[src/rtl/mc_ctrl_pkg.sv]
// Shared encodings for the multi-cycle RV32I controller: FSM states, opcodes, mux selects.
// Pure constants and one helper, no logic of its own.
package mc_ctrl_pkg;

  localparam logic [3:0] ST_FETCH    = 4'd0;
  localparam logic [3:0] ST_DECODE   = 4'd1;
  localparam logic [3:0] ST_MEMADR   = 4'd2;
  localparam logic [3:0] ST_MEMREAD  = 4'd3;
  localparam logic [3:0] ST_MEMWB    = 4'd4;
  localparam logic [3:0] ST_MEMWRITE = 4'd5;
  localparam logic [3:0] ST_EXECR    = 4'd6;
  localparam logic [3:0] ST_EXECI    = 4'd7;
  localparam logic [3:0] ST_JAL      = 4'd8;
  localparam logic [3:0] ST_ALUWB    = 4'd9;
  localparam logic [3:0] ST_BEQ      = 4'd10;
  localparam logic [3:0] ST_TRAP     = 4'd11;

  typedef enum logic [3:0] {
    S_FETCH    = ST_FETCH,
    S_DECODE   = ST_DECODE,
    S_MEMADR   = ST_MEMADR,
    S_MEMREAD  = ST_MEMREAD,
    S_MEMWB    = ST_MEMWB,
    S_MEMWRITE = ST_MEMWRITE,
    S_EXECR    = ST_EXECR,
    S_EXECI    = ST_EXECI,
    S_JAL      = ST_JAL,
    S_ALUWB    = ST_ALUWB,
    S_BEQ      = ST_BEQ,
    S_TRAP     = ST_TRAP
  } state_t;

  localparam logic [6:0] OP_LW  = 7'b0000011;
  localparam logic [6:0] OP_SW  = 7'b0100011;
  localparam logic [6:0] OP_R   = 7'b0110011;
  localparam logic [6:0] OP_I   = 7'b0010011;
  localparam logic [6:0] OP_BEQ = 7'b1100011;
  localparam logic [6:0] OP_JAL = 7'b1101111;

  localparam logic [1:0] ALUOP_ADD   = 2'b00;
  localparam logic [1:0] ALUOP_SUB   = 2'b01;
  localparam logic [1:0] ALUOP_FUNCT = 2'b10;

  localparam logic [2:0] ALUC_ADD = 3'b000;
  localparam logic [2:0] ALUC_SUB = 3'b001;
  localparam logic [2:0] ALUC_AND = 3'b010;
  localparam logic [2:0] ALUC_OR  = 3'b011;
  localparam logic [2:0] ALUC_SLT = 3'b101;

  localparam logic [1:0] RES_ALUOUT    = 2'b00;
  localparam logic [1:0] RES_DATA      = 2'b01;
  localparam logic [1:0] RES_ALURESULT = 2'b10;

  localparam logic [1:0] SRCA_PC    = 2'b00;
  localparam logic [1:0] SRCA_OLDPC = 2'b01;
  localparam logic [1:0] SRCA_RS1   = 2'b10;

  localparam logic [1:0] SRCB_RS2  = 2'b00;
  localparam logic [1:0] SRCB_IMM  = 2'b01;
  localparam logic [1:0] SRCB_FOUR = 2'b10;

  localparam logic [1:0] IMM_I = 2'b00;
  localparam logic [1:0] IMM_S = 2'b01;
  localparam logic [1:0] IMM_B = 2'b10;
  localparam logic [1:0] IMM_J = 2'b11;

  function automatic logic [1:0] imm_src_of(input logic [6:0] op);
    case (op)
      OP_SW:   return IMM_S;
      OP_BEQ:  return IMM_B;
      OP_JAL:  return IMM_J;
      default: return IMM_I;
    endcase
  endfunction

endpackage

[src/rtl/alu_decoder.sv]
// ALU operation decode from ALUOp and instruction funct fields; combinational, zero latency.
// No handshake: output follows inputs in the same cycle.
module alu_decoder
  import mc_ctrl_pkg::*;
#(
  parameter int ALU_CTRL_W = 3
) (
  input  logic [1:0]            alu_op,
  input  logic [2:0]            funct3,
  input  logic                  funct7b5,
  input  logic                  op5,
  output logic [ALU_CTRL_W-1:0] alu_control
);

  logic [2:0] ctl;

  always_comb begin
    ctl = ALUC_ADD;
    case (alu_op)
      ALUOP_ADD: ctl = ALUC_ADD;
      ALUOP_SUB: ctl = ALUC_SUB;
      default: begin
        case (funct3)
          // op5 separates R-type sub from I-type addi, whose bit 30 is immediate data
          3'b000:  ctl = (funct7b5 && op5) ? ALUC_SUB : ALUC_ADD;
          3'b010:  ctl = ALUC_SLT;
          3'b110:  ctl = ALUC_OR;
          3'b111:  ctl = ALUC_AND;
          default: ctl = ALUC_ADD;
        endcase
      end
    endcase
  end

  assign alu_control = ALU_CTRL_W'(ctl);

endmodule

[src/rtl/multicycle_controller.sv]
// Moore FSM sequencing RV32I through fetch/decode/execute over a unified memory; lw 5, sw/R/I/jal 4, beq 3 cycles.
// Stalls in FETCH/MEMREAD/MEMWRITE until MemReady; optional WAIT_TIMEOUT abort; ILLEGAL_TRAP_EN adds TRAP state and Illegal.
module multicycle_controller
  import mc_ctrl_pkg::*;
#(
  parameter int ALU_CTRL_W    = 3,
  parameter bit MEM_HANDSHAKE = 1'b1,
  parameter int WAIT_TIMEOUT  = 0
) (
  input  logic                  clk,
  input  logic                  rst,
  input  logic [6:0]            opcode,
  input  logic [2:0]            funct3,
  input  logic                  funct7b5,
  input  logic                  zero,
  input  logic                  MemReady,
  output logic                  PCWrite,
  output logic                  AdrSrc,
  output logic                  MemRead,
  output logic                  MemWrite,
  output logic                  IRWrite,
  output logic [1:0]            ResultSrc,
  output logic [1:0]            ALUSrcA,
  output logic [1:0]            ALUSrcB,
  output logic [ALU_CTRL_W-1:0] ALUControl,
  output logic [1:0]            ImmSrc,
  output logic                  RegWrite,
  output logic                  BusErr
`ifdef ILLEGAL_TRAP_EN
  ,
  output logic                  Illegal
`endif
);

  state_t     state, state_nxt;
  logic [1:0] alu_op;
  logic       mem_rdy;
  logic       timeout;

  assign mem_rdy = MEM_HANDSHAKE ? MemReady : 1'b1;

  always_ff @(posedge clk or negedge rst) begin
    if (!rst) state <= S_FETCH;
    else      state <= state_nxt;
  end

  generate
    if (WAIT_TIMEOUT > 0) begin : g_timeout
      localparam int CNT_W = (WAIT_TIMEOUT > 1) ? $clog2(WAIT_TIMEOUT) : 1;
      logic [CNT_W-1:0] stall_cnt;
      logic             mem_wait;

      assign mem_wait = (state == S_FETCH) || (state == S_MEMREAD) || (state == S_MEMWRITE);
      // a completing access on the final allowed cycle is not an abort
      assign timeout  = rst && mem_wait && !mem_rdy && (stall_cnt == CNT_W'(WAIT_TIMEOUT - 1));

      always_ff @(posedge clk or negedge rst) begin
        if (!rst)                             stall_cnt <= '0;
        else if (mem_wait && !mem_rdy && !timeout) stall_cnt <= stall_cnt + CNT_W'(1);
        else                                  stall_cnt <= '0;
      end
    end else begin : g_no_timeout
      assign timeout = 1'b0;
    end
  endgenerate

  always_comb begin
    state_nxt = state;
    PCWrite   = 1'b0;
    AdrSrc    = 1'b0;
    MemRead   = 1'b0;
    MemWrite  = 1'b0;
    IRWrite   = 1'b0;
    RegWrite  = 1'b0;
    BusErr    = 1'b0;
    ResultSrc = RES_ALUOUT;
    ALUSrcA   = SRCA_PC;
    ALUSrcB   = SRCB_RS2;
    alu_op    = ALUOP_ADD;
    ImmSrc    = imm_src_of(opcode);
`ifdef ILLEGAL_TRAP_EN
    Illegal   = 1'b0;
`endif
    case (state)
      S_FETCH: begin
        MemRead   = 1'b1;
        ALUSrcB   = SRCB_FOUR;
        ResultSrc = RES_ALURESULT;
        IRWrite   = mem_rdy;
        PCWrite   = mem_rdy;
        if (mem_rdy) state_nxt = S_DECODE;
      end
      S_DECODE: begin
        ALUSrcA = SRCA_OLDPC;
        ALUSrcB = SRCB_IMM;
        case (opcode)
          OP_LW, OP_SW: state_nxt = S_MEMADR;
          OP_R:         state_nxt = S_EXECR;
          OP_I:         state_nxt = S_EXECI;
          OP_JAL:       state_nxt = S_JAL;
          OP_BEQ:       state_nxt = S_BEQ;
`ifdef ILLEGAL_TRAP_EN
          default:      state_nxt = S_TRAP;
`else
          default:      state_nxt = S_FETCH;
`endif
        endcase
      end
      S_MEMADR: begin
        ALUSrcA   = SRCA_RS1;
        ALUSrcB   = SRCB_IMM;
        state_nxt = (opcode == OP_LW) ? S_MEMREAD : S_MEMWRITE;
      end
      S_MEMREAD: begin
        AdrSrc  = 1'b1;
        MemRead = 1'b1;
        if (mem_rdy) state_nxt = S_MEMWB;
      end
      S_MEMWB: begin
        ResultSrc = RES_DATA;
        RegWrite  = 1'b1;
        state_nxt = S_FETCH;
      end
      S_MEMWRITE: begin
        AdrSrc   = 1'b1;
        MemWrite = 1'b1;
        if (mem_rdy) state_nxt = S_FETCH;
      end
      S_EXECR, S_EXECI: begin
        ALUSrcA   = SRCA_RS1;
        ALUSrcB   = (state == S_EXECI) ? SRCB_IMM : SRCB_RS2;
        alu_op    = ALUOP_FUNCT;
        state_nxt = S_ALUWB;
      end
      S_JAL: begin
        ALUSrcA   = SRCA_OLDPC;
        ALUSrcB   = SRCB_FOUR;
        PCWrite   = 1'b1;
        state_nxt = S_ALUWB;
      end
      S_ALUWB: begin
        RegWrite  = 1'b1;
        state_nxt = S_FETCH;
      end
      S_BEQ: begin
        ALUSrcA   = SRCA_RS1;
        alu_op    = ALUOP_SUB;
        PCWrite   = zero;
        state_nxt = S_FETCH;
      end
`ifdef ILLEGAL_TRAP_EN
      S_TRAP: begin
        ImmSrc  = IMM_I;
        Illegal = 1'b1;
      end
`endif
      default: state_nxt = S_FETCH;
    endcase
    if (timeout) begin
      BusErr    = 1'b1;
      state_nxt = S_FETCH;
    end
  end

  alu_decoder #(.ALU_CTRL_W(ALU_CTRL_W)) u_alu_dec (
    .alu_op      (alu_op),
    .funct3      (funct3),
    .funct7b5    (funct7b5),
    .op5         (opcode[5]),
    .alu_control (ALUControl)
  );

endmodule

[config.mk]
export PLATFORM = sky130hd
export DESIGN_NAME = multicycle_controller
export DESIGN_NICKNAME = d
export VERILOG_FILES = /design/src/rtl/mc_ctrl_pkg.sv /design/src/rtl/alu_decoder.sv /design/src/rtl/multicycle_controller.sv
export SDC_FILE = /design/constraint.sdc
export NUM_CORES = 1
export LEC_CHECK = 0
export CELL_PAD_IN_SITES_DETAIL_PLACEMENT = 0
export CELL_PAD_IN_SITES_GLOBAL_PLACEMENT = 1
export CORE_MARGIN = 2
export CORE_UTILIZATION = 24
export CTS_BUF_LIST = sky130_fd_sc_hd__clkbuf_8
export CTS_CLUSTER_DIAMETER = 30
export DETAILED_ROUTE_END_ITERATION = 6
export PLACE_DENSITY = 0.89
export SYNTH_ARGS = -nofsm -noshare
export SYNTH_HDL_FRONTEND = slang
export SYNTH_HIERARCHICAL = 1
export SYNTH_SLANG_ARGS = --single-unit
[constraint.sdc]
create_clock -name clk -period 2.08 [get_ports clk]
set_clock_uncertainty 0.1 [all_clocks]
set_input_delay 0.312 -clock clk [delete_from_list [all_inputs] [get_ports clk]]
set_output_delay 0.312 -clock clk [all_outputs]
set_load 0.05 [all_outputs]
==> results of run 1 <==
## worst register-to-register path, delay by kind of cell, from the launching register on
kind / cells / cell delay (ns)
AOI/OAI and AO/OA: 2 / 0.30
buffers and inverters: 1 / 0.19
DFF: 1 / 0.36
and+or+nand+nor: 2 / 0.65
## report_power, final
part	leakage (nW)	switching, W	total [W]	internal [W]
Clock	0.0216	0.0000330	0.000156	0.000123
Combinational	0.404	0.000178	0.000333	0.000155
Sequential	0.0526	0.00000287	0.0000852	0.0000824
## path summary, 6_finish.rpt
check / startpoint / to / slack, ns / cells after the start
max in group asynchronous: rst / state[2] / 1.51 / 1
worst max-delay path: state[2] / IRWrite / 0.08 / 4
worst min-delay path: rst / state[0] / 0.20 / 1
min in group clk: state[2] / state[2] / 0.57 / 2
worst max register to register: state[0] / state[1] / 0.40 / 5
worst min register to register: state[2] / state[2] / 0.57 / 2
## metal layers
layer	global-route usage, %	wire (um)	up-vias
met1	14.4	704	331
met3	2.92	94	2
met5	0	0	-
met4	4.82	14	0
li1	-	-	349
met2	27.3	993	25
## through the flow
stage,setup slack (ns),power [W],utilization (%)
floorplan,-0.188,0.000252,-
global placement,0.157,0.000408,51.3
detailed placement,0.107,0.000414,51.3
CTS,0.00646,0.000574,53.3
global route,0.0189,0.000601,54.4
finish,0.0753,0.000574,54.4
## Yosys cell counts, drive strengths merged, types with 2 or more instances
cell type,n
nor2,15
nand2,8
dfrtp,4
nor3,4
or2,4
a21oi,3
buf,3
clkbuf,3
inv,3
o21ai,3
xnor2,3
a221oi,2
a32oi,2
nand2b,2
nor4,2
## layout by cell type (no fill, tap or decap), types with 2 or more instances in the layout
master,netlist,final
buf_12,0,17
nor2_1,15,14
clkdlybuf4s50_1,0,14
nand2_1,8,8
buf_4,1,6
xnor2_1,3,3
inv_1,3,3
a21oi_1,3,3
o21ai_0,3,3
clkbuf_8,0,3
dfrtp_1,4,3
or2_4,0,2
nor3_2,0,2
or2_2,3,2
a32oi_1,2,2
## logic make-up (layout without fill, tap and decap cells)
logic type | Yosys count | in the layout | share of synthesized area, %
buffers and inverters | 9 | 43 | 7.44
XOR/XNOR | 4 | 4 | 6.51
AO/OA/AOI/OAI | 16 | 16 | 23.5
other | 1 | 1 | 0.697
flip-flops | 4 | 4 | 18.6
AND/OR/NAND/NOR | 45 | 45 | 43.3
## layout make-up
| type | count | share of cell area [%] |
|---|---|---|
| inverter | 3 | 0.954 |
| tap | 28 | 2.97 |
| sequential | 4 | 8.59 |
| multi-input combinational | 66 | 39.4 |
| timing repair buffer | 37 | 44.5 |
| clock buffer | 3 | 3.50 |
## timing repair
action,in CTS,in global routing
hold endpoints to repair,0,0
gates resized for setup,1,6
endpoints found under the setup margin,1,2
pin swaps,0,1
==> flow_summary.toml, run 1 <==
[cts]
clock_path_buffers = 2
insertion_delay_ns = 0.21
clock-sinks = 4
clk_pin_slew_ns = 0.03
postCtsSetupBuffers = 0
cts_buffers = 3
cts_tree = "built"
cts_max_level = 1
cts-root-buf = "clkbuf_8"
hold_buffers = 0

[global_routing]
antenna_found_initial = 0
grt_overflow = 0
grt_pass1_vias = 704
grt_pass1_wl_um = 2840
grt_usage_pct = 13.9
grt_max_degree = 15

[power_and_ir_drop]
ir_worst_vdd_v = 0.000356
static-leakage-power_nw = 0.478
p_per_area_mw_per_mm2 = 486

[final_layout]
nets = 130
final_cells = 141
nFillCells = 219
multiInputGateArea_um2 = 465
synthToLayoutAreaGrowth_pct = 119
largest_register_ffs = 4
layout-drive-gt1-share_pct = 38.1
final_cell_area_mm2 = 0.00118
largest-register = "state"
seqCellArea_um2 = 101
antenna_cells = 0
reg_top3 = "state x4"

[synth]
yosys.area.top_type = "dfrtp_1"
synth_ff_type = "dfrtp_1"
ys_ff_latch = 4
yosys.area.top_type_share_pct = 18.6
avgSynthCellArea_um2 = 6.81
synthesis.area_um2 = 538
synth_edf_count = 0
yosysUniqueCellTypes = 35
synth_nets = 94
syn_inst = 79
synth.area.top_cells = "dfrtp_1 19%, nor2_1 10%, nand2_1 5.6%, xnor2_1 4.9%, o31ai_4 4.0%"
ys_warn_count = 6
synthArstFlopShare_pct = 100
ys_seq_area_share_pct = 18.6

[worst_setup_path]
crit_chain = "buf_4, or2_4, nor4_4, buf_12"
crit_path_end_kind = "output pin"
crit_buf_inv = 2
crit_family = "simple AND/OR/NAND/NOR gates"
critPathRequiredTime_ns = 1.67
path_max_fanout = 7
worst_ep_arrival_time_ns = 1.59
start_kind = "register"
critical-path-max-stage-delay_ns = 0.44
critical_path_class = "register to output pin"
slowest_stage = "dfrtp_2"

[die]
dieArea_mm2 = 0.00264
num_io_pins = 33
start_util_pct = 24.8
die_w_um = 51.3
std_cell_rows = 17
die_h_um = 51.3
core-area_mm2 = 0.00217

[run_status]
outcome = "finished clean"

[timing]
finalCritPeriodShare_pct = 96.4
setup_violations = 0
hold_ws_ns = 0.197
slew_viol_final = 0
timing.fmax_mhz = 499
finalSetupTns_ns = 0
rsz0062_at_grt = "no"
layout_min_cycle_time_ns = 2.00
timing.final.hold_violations = 0

[placed_design]
dp_hpwl_um = 1490
gp_congestion = 0.850
io_buffer_count = 31
dp.cells = 138
postPlaceCellArea_mm2 = 0.00111

[drt]
routed_wl_um = 1810
wire_per_inst_um = 12.8
drt_iter0_drc = 6
ant_nets = 0
drc = 0
via_per_inst = 5.01
first_pass_iters = 4
via_count = 707

[flow_run]
maxCapViolCount = 0

[hold_path]
min_path_type = "input port to asynchronous set/reset pin"
No activity file was read; power rests on OpenSTA's default activity.
==> run 2, diff against run 1 <==
GPL_TIMING_DRIVEN = 0   (was default)
==> flow_summary.toml, run 2 (synthesis gave the netlist of run 1 again) <==
[run_status]
outcome = "finished clean"

[final_layout]
reg_top3 = "state x4"
synthToLayoutAreaGrowth_pct = 77.0
largest-register = "state"
antenna_cells = 0
layout_common_cells = "14 x nor2_1, 14 x clkdlybuf4s50_1, 8 x nand2_1, 7 x buf_2, 5 x clkdlybuf4s15_2"
layout-drive-gt1-share_pct = 34.5
largest_register_ffs = 4
final_cells = 141
nets = 130

[die]
start_util_pct = 24.8
std_cell_rows = 17
dieArea_mm2 = 0.00264
num_io_pins = 33
die_w_um = 51.3
core-area_mm2 = 0.00217
die_h_um = 51.3

[drt]
first_pass_iters = 4
wire_per_inst_um = 11.4
via_count = 699
drc = 0
via_per_inst = 4.96
routed_wl_um = 1600
ant_nets = 0
drt_iter0_drc = 14

[worst_setup_path]
slowest_stage = "dlygate4sd2_1"
path_max_fanout = 5
crit_path_end_kind = "output pin"
critical-path-max-stage-delay_ns = 0.53
crit_buf_inv = 1
crit_chain = "or2_2, nor2_1, dlygate4sd2_1"
worst_ep_arrival_time_ns = 1.61
start_kind = "register"
critical_path_class = "register to output pin"
crit_family = "buffers and inverters"
critPathRequiredTime_ns = 1.67

[cts]
clock-sinks = 4
hold_buffers = 0
cts_tree = "built"
cts_max_level = 1
insertion_delay_ns = 0.22
postCtsSetupBuffers = 0
cts_buffers = 3
clk_pin_slew_ns = 0.03
cts-root-buf = "clkbuf_8"
clock_path_buffers = 2

[timing]
timing.final.hold_violations = 0
hold_ws_ns = 0.187
timing.fmax_mhz = 494
slew_viol_final = 0
rsz0062_at_grt = "no"
setup_violations = 0
layout_min_cycle_time_ns = 2.02
finalCritPeriodShare_pct = 97.3

[placed_design]
gp_congestion = 0.759
dp.cells = 138
io_buffer_count = 31
dp_hpwl_um = 1250

[global_routing]
grt_overflow = 0
grt_usage_pct = 12.7
antenna_found_initial = 0
grt_pass1_vias = 582
grt_pass1_wl_um = 2540
grt_max_degree = 11

[power_and_ir_drop]
ir_worst_vdd_v = 0.000314
p_per_area_mw_per_mm2 = 523
static-leakage-power_nw = 0.410

[flow_run]
maxCapViolCount = 0

[hold_path]
min_path_type = "input port to asynchronous set/reset pin"
run 2: cell types whose count changed in the layout (fill, tap and decap cells not counted), sizes merged:
cell and delta:
clkdlybuf4s15 +5, clkbuf +5, buf -11, dlygate4sd2 +1
run 2: cell type report:
cell class              instances  area [um2]
fillers                       260        1220
multi-input cells              66         457
repair buffers                 31         274
flip-flops and latches          4         100
clock buffers                   3        41.3
well taps                      28        35.0
plain buffers                   6        33.8
inverters                       3        11.3
run 2: path summary, 6_finish.rpt:
| kind | slack (ns) | startpoint | end | depth (start not counted) |
|---|---|---|---|---|
| max | 0.06 | state[0] | ALUSrcB[1] | 3 |
| min | 0.19 | rst | state[1] | 1 |
| max reg2reg | 0.56 | state[0] | state[1] | 4 |
| min reg2reg | 0.61 | state[3] | state[0] | 2 |
| max in group asynchronous | 1.53 | rst | state[2] | 1 |
| min in group clk | 0.61 | state[3] | state[0] | 2 |
run 2: per-layer routing:
layer	wire length [um]	vias to the layer above	track usage (%)
met5	0	-	0
met4	25	0	6.58
met3	128	2	2.34
met2	723	29	20.3
met1	724	318	16.0
li1	-	350	-
run 2: where the power goes:
group          leakage [nW]  switching [W]  internal (W)
clock                0.0216      0.0000446      0.000124
combinational         0.334       0.000158     0.0000847
sequential           0.0542     0.00000435     0.0000822
total                 0.410       0.000207      0.000291
run 2: timing repair:
action                     4_1_cts  5_1_grt
cloned                           0        0
setup endpoints to repair       17        7
resized for setup               69       13
run 2: per-stage QoR:
stage | setup TNS [ns] | instance area [um2] | setup WS [ns] | power (W) | util [%]
global route | 0 | 952 | 0.00132 | 0.000518 | 43.9
global placement | -5.14 | 927 | -0.704 | 0.000343 | 42.7
floorplan | -0.276 | 582 | -0.188 | 0.000252 | -
finish | 0 | 952 | 0.0566 | 0.000498 | 43.9
CTS | 0 | 975 | 0.00162 | 0.000503 | 44.9
detailed placement | -5.38 | 927 | -0.728 | 0.000344 | 42.7
==> run 3, diff against run 2 <==
CORE_MARGIN = default   (was 2)
==> flow_summary.toml, run 3 (synthesis gave the netlist of run 1 again) <==
[power_and_ir_drop]
static-leakage-power_nw = 0.410
p_seq_share_pct = 17.5
ir_worst_vdd_v = 0.000357
swShare_pct = 40.9
pwr-share-clk_pct = 33.0
comb_power_share_pct = 49.5
p_per_area_mw_per_mm2 = 519
switchingPower_w = 0.000203
intPower_w = 0.000293
power_w = 0.000496

[timing]
finalCritPeriodShare_pct = 95.5
finalSetupTns_ns = 0
timing.fmax_mhz = 503
layout_setup_ws_ns = 0.0928
setup_violations = 0
rsz0062_at_grt = "no"
timing.final.hold_violations = 0
hold_ws_ns = 0.188
layout_min_cycle_time_ns = 1.99
slew_viol_final = 0

[worst_setup_path]
worstReg2RegEnd = "state[1]"
r2r_slack_ns = 0.57
endpoint = "ImmSrc[0]"
worst_r2r_path_depth = 4
crit_path_end_kind = "output pin"
path_max_fanout = 5
start_kind = "input port"
worst_ep_arrival_time_ns = 1.58
reg2reg_from = "state[0]"
critPathRequiredTime_ns = 1.67
critPathLaunch = "opcode[3]"
critical_path_class = "input port to output pin"

[hold_path]
min_path_type = "input port to asynchronous set/reset pin"

[global_routing]
grt_pass1_vias = 673
grt_pass1_wl_um = 2830
antenna_found_initial = 0
grt_overflow = 0
grt_usage_pct = 14.6
grt_max_degree = 11

[placed_design]
dp_hpwl_um = 1250
detailedPlace.worstSlack_ns = -0.711
io_buffer_count = 31
gp_congestion = 0.824

[final_layout]
layout_common_cells = "14 x nor2_1, 14 x clkdlybuf4s50_1, 8 x nand2_1, 5 x buf_2"
layout-drive-gt1-share_pct = 34.5
seqCellArea_um2 = 100
nFillCells = 222
antenna_cells = 0
synthToLayoutAreaGrowth_pct = 77.4
multiInputGateArea_um2 = 457
nets = 130
reg_top3 = "state x4"
largest-register = "state"
largest_register_ffs = 4

[drt]
via_per_inst = 4.94
drt_iter0_drc = 19
ant_nets = 0
routed_wl_um = 1580
wire_per_inst_um = 11.3
drc = 0
first_pass_iters = 4
via_count = 692

[cts]
cts-root-buf = "clkbuf_8"
clk_pin_slew_ns = 0.03
insertion_delay_ns = 0.22
clock-sinks = 4
clock_path_buffers = 2
cts_buffers = 3
postCtsSetupBuffers = 0
cts_tree = "built"
cts_max_level = 1

[run_status]
outcome = "finished clean"

[die]
start_util_pct = 26.3
std_cell_rows = 16
num_io_pins = 33
die_w_um = 49.3
dieArea_mm2 = 0.00243
die_h_um = 49.3
core-area_mm2 = 0.00204

[flow_run]
maxCapViolCount = 0
[run 3: cell count changes in the layout (fill, tap and decap cells not counted), sizes merged]
| cell | previous run | this run |
|---|---|---|
| clkbuf | 8 | 10 |
| buf | 12 | 11 |
| dlygate4sd2 | 1 | 0 |
[run 3: critical path, cell delays in order]
cell             delay (ns)
clkdlybuf4s50_1        0.49
or3_1                  0.39
a21oi_1                0.14
clkbuf_4               0.24
[run 3: how the worst min path moves through the flow]
stage                     depth (start not counted)        to  start
final                                             1  state[2]    rst
after global routing                              1  state[2]    rst
after CTS                                         1  state[2]    rst
after detailed placement                          1  state[0]    rst
after global placement                            1  state[2]    rst
after floorplan                                   0  state[0]    rst
[run 3: repair_timing]
| action | CTS | global route |
|---|---|---|
| resized for setup | 65 | 23 |
| setup endpoints to repair | 17 | 11 |
| pin swaps | 0 | 0 |
| hold buffers | 0 | 0 |
[run 3: routing by layer]
layer | vias up | global-route usage, % | share of wire (%)
li1 | 348 | - | -
met1 | 298 | 17.2 | 44
met2 | 44 | 26.7 | 47
met3 | 2 | 2.18 | 7.9
met4 | 0 | 4.41 | 1.3
met5 | - | 0 | 0
[run 3: final cells by class]
type	instances	area share [%]
clock buffers	3	4.33
plain buffers	6	4.06
well taps	27	3.54
inverters	3	1.18
repair buffers	31	28.6
flip-flops and latches	4	10.5
multi-input cells	66	47.8
[run 3: power groups by stage]
stage	Sequential (W)	Clock, W	Combinational (W)
after floorplan	0.0000858	0	0.000166
after global placement	0.0000870	0	0.000256
after detailed placement	0.0000871	0	0.000257
after CTS	0.0000863	0.000164	0.000244
after global routing	0.0000877	0.000172	0.000261
final	0.0000866	0.000164	0.000245
[run 3: metrics by stage]
stage	cell area, um2	instances	util [%]
after floorplan	582	79	-
after global placement	926	137	45.3
after detailed placement	926	137	45.3
after CTS	967	140	47.4
after global routing	955	140	46.8
final	955	140	46.8
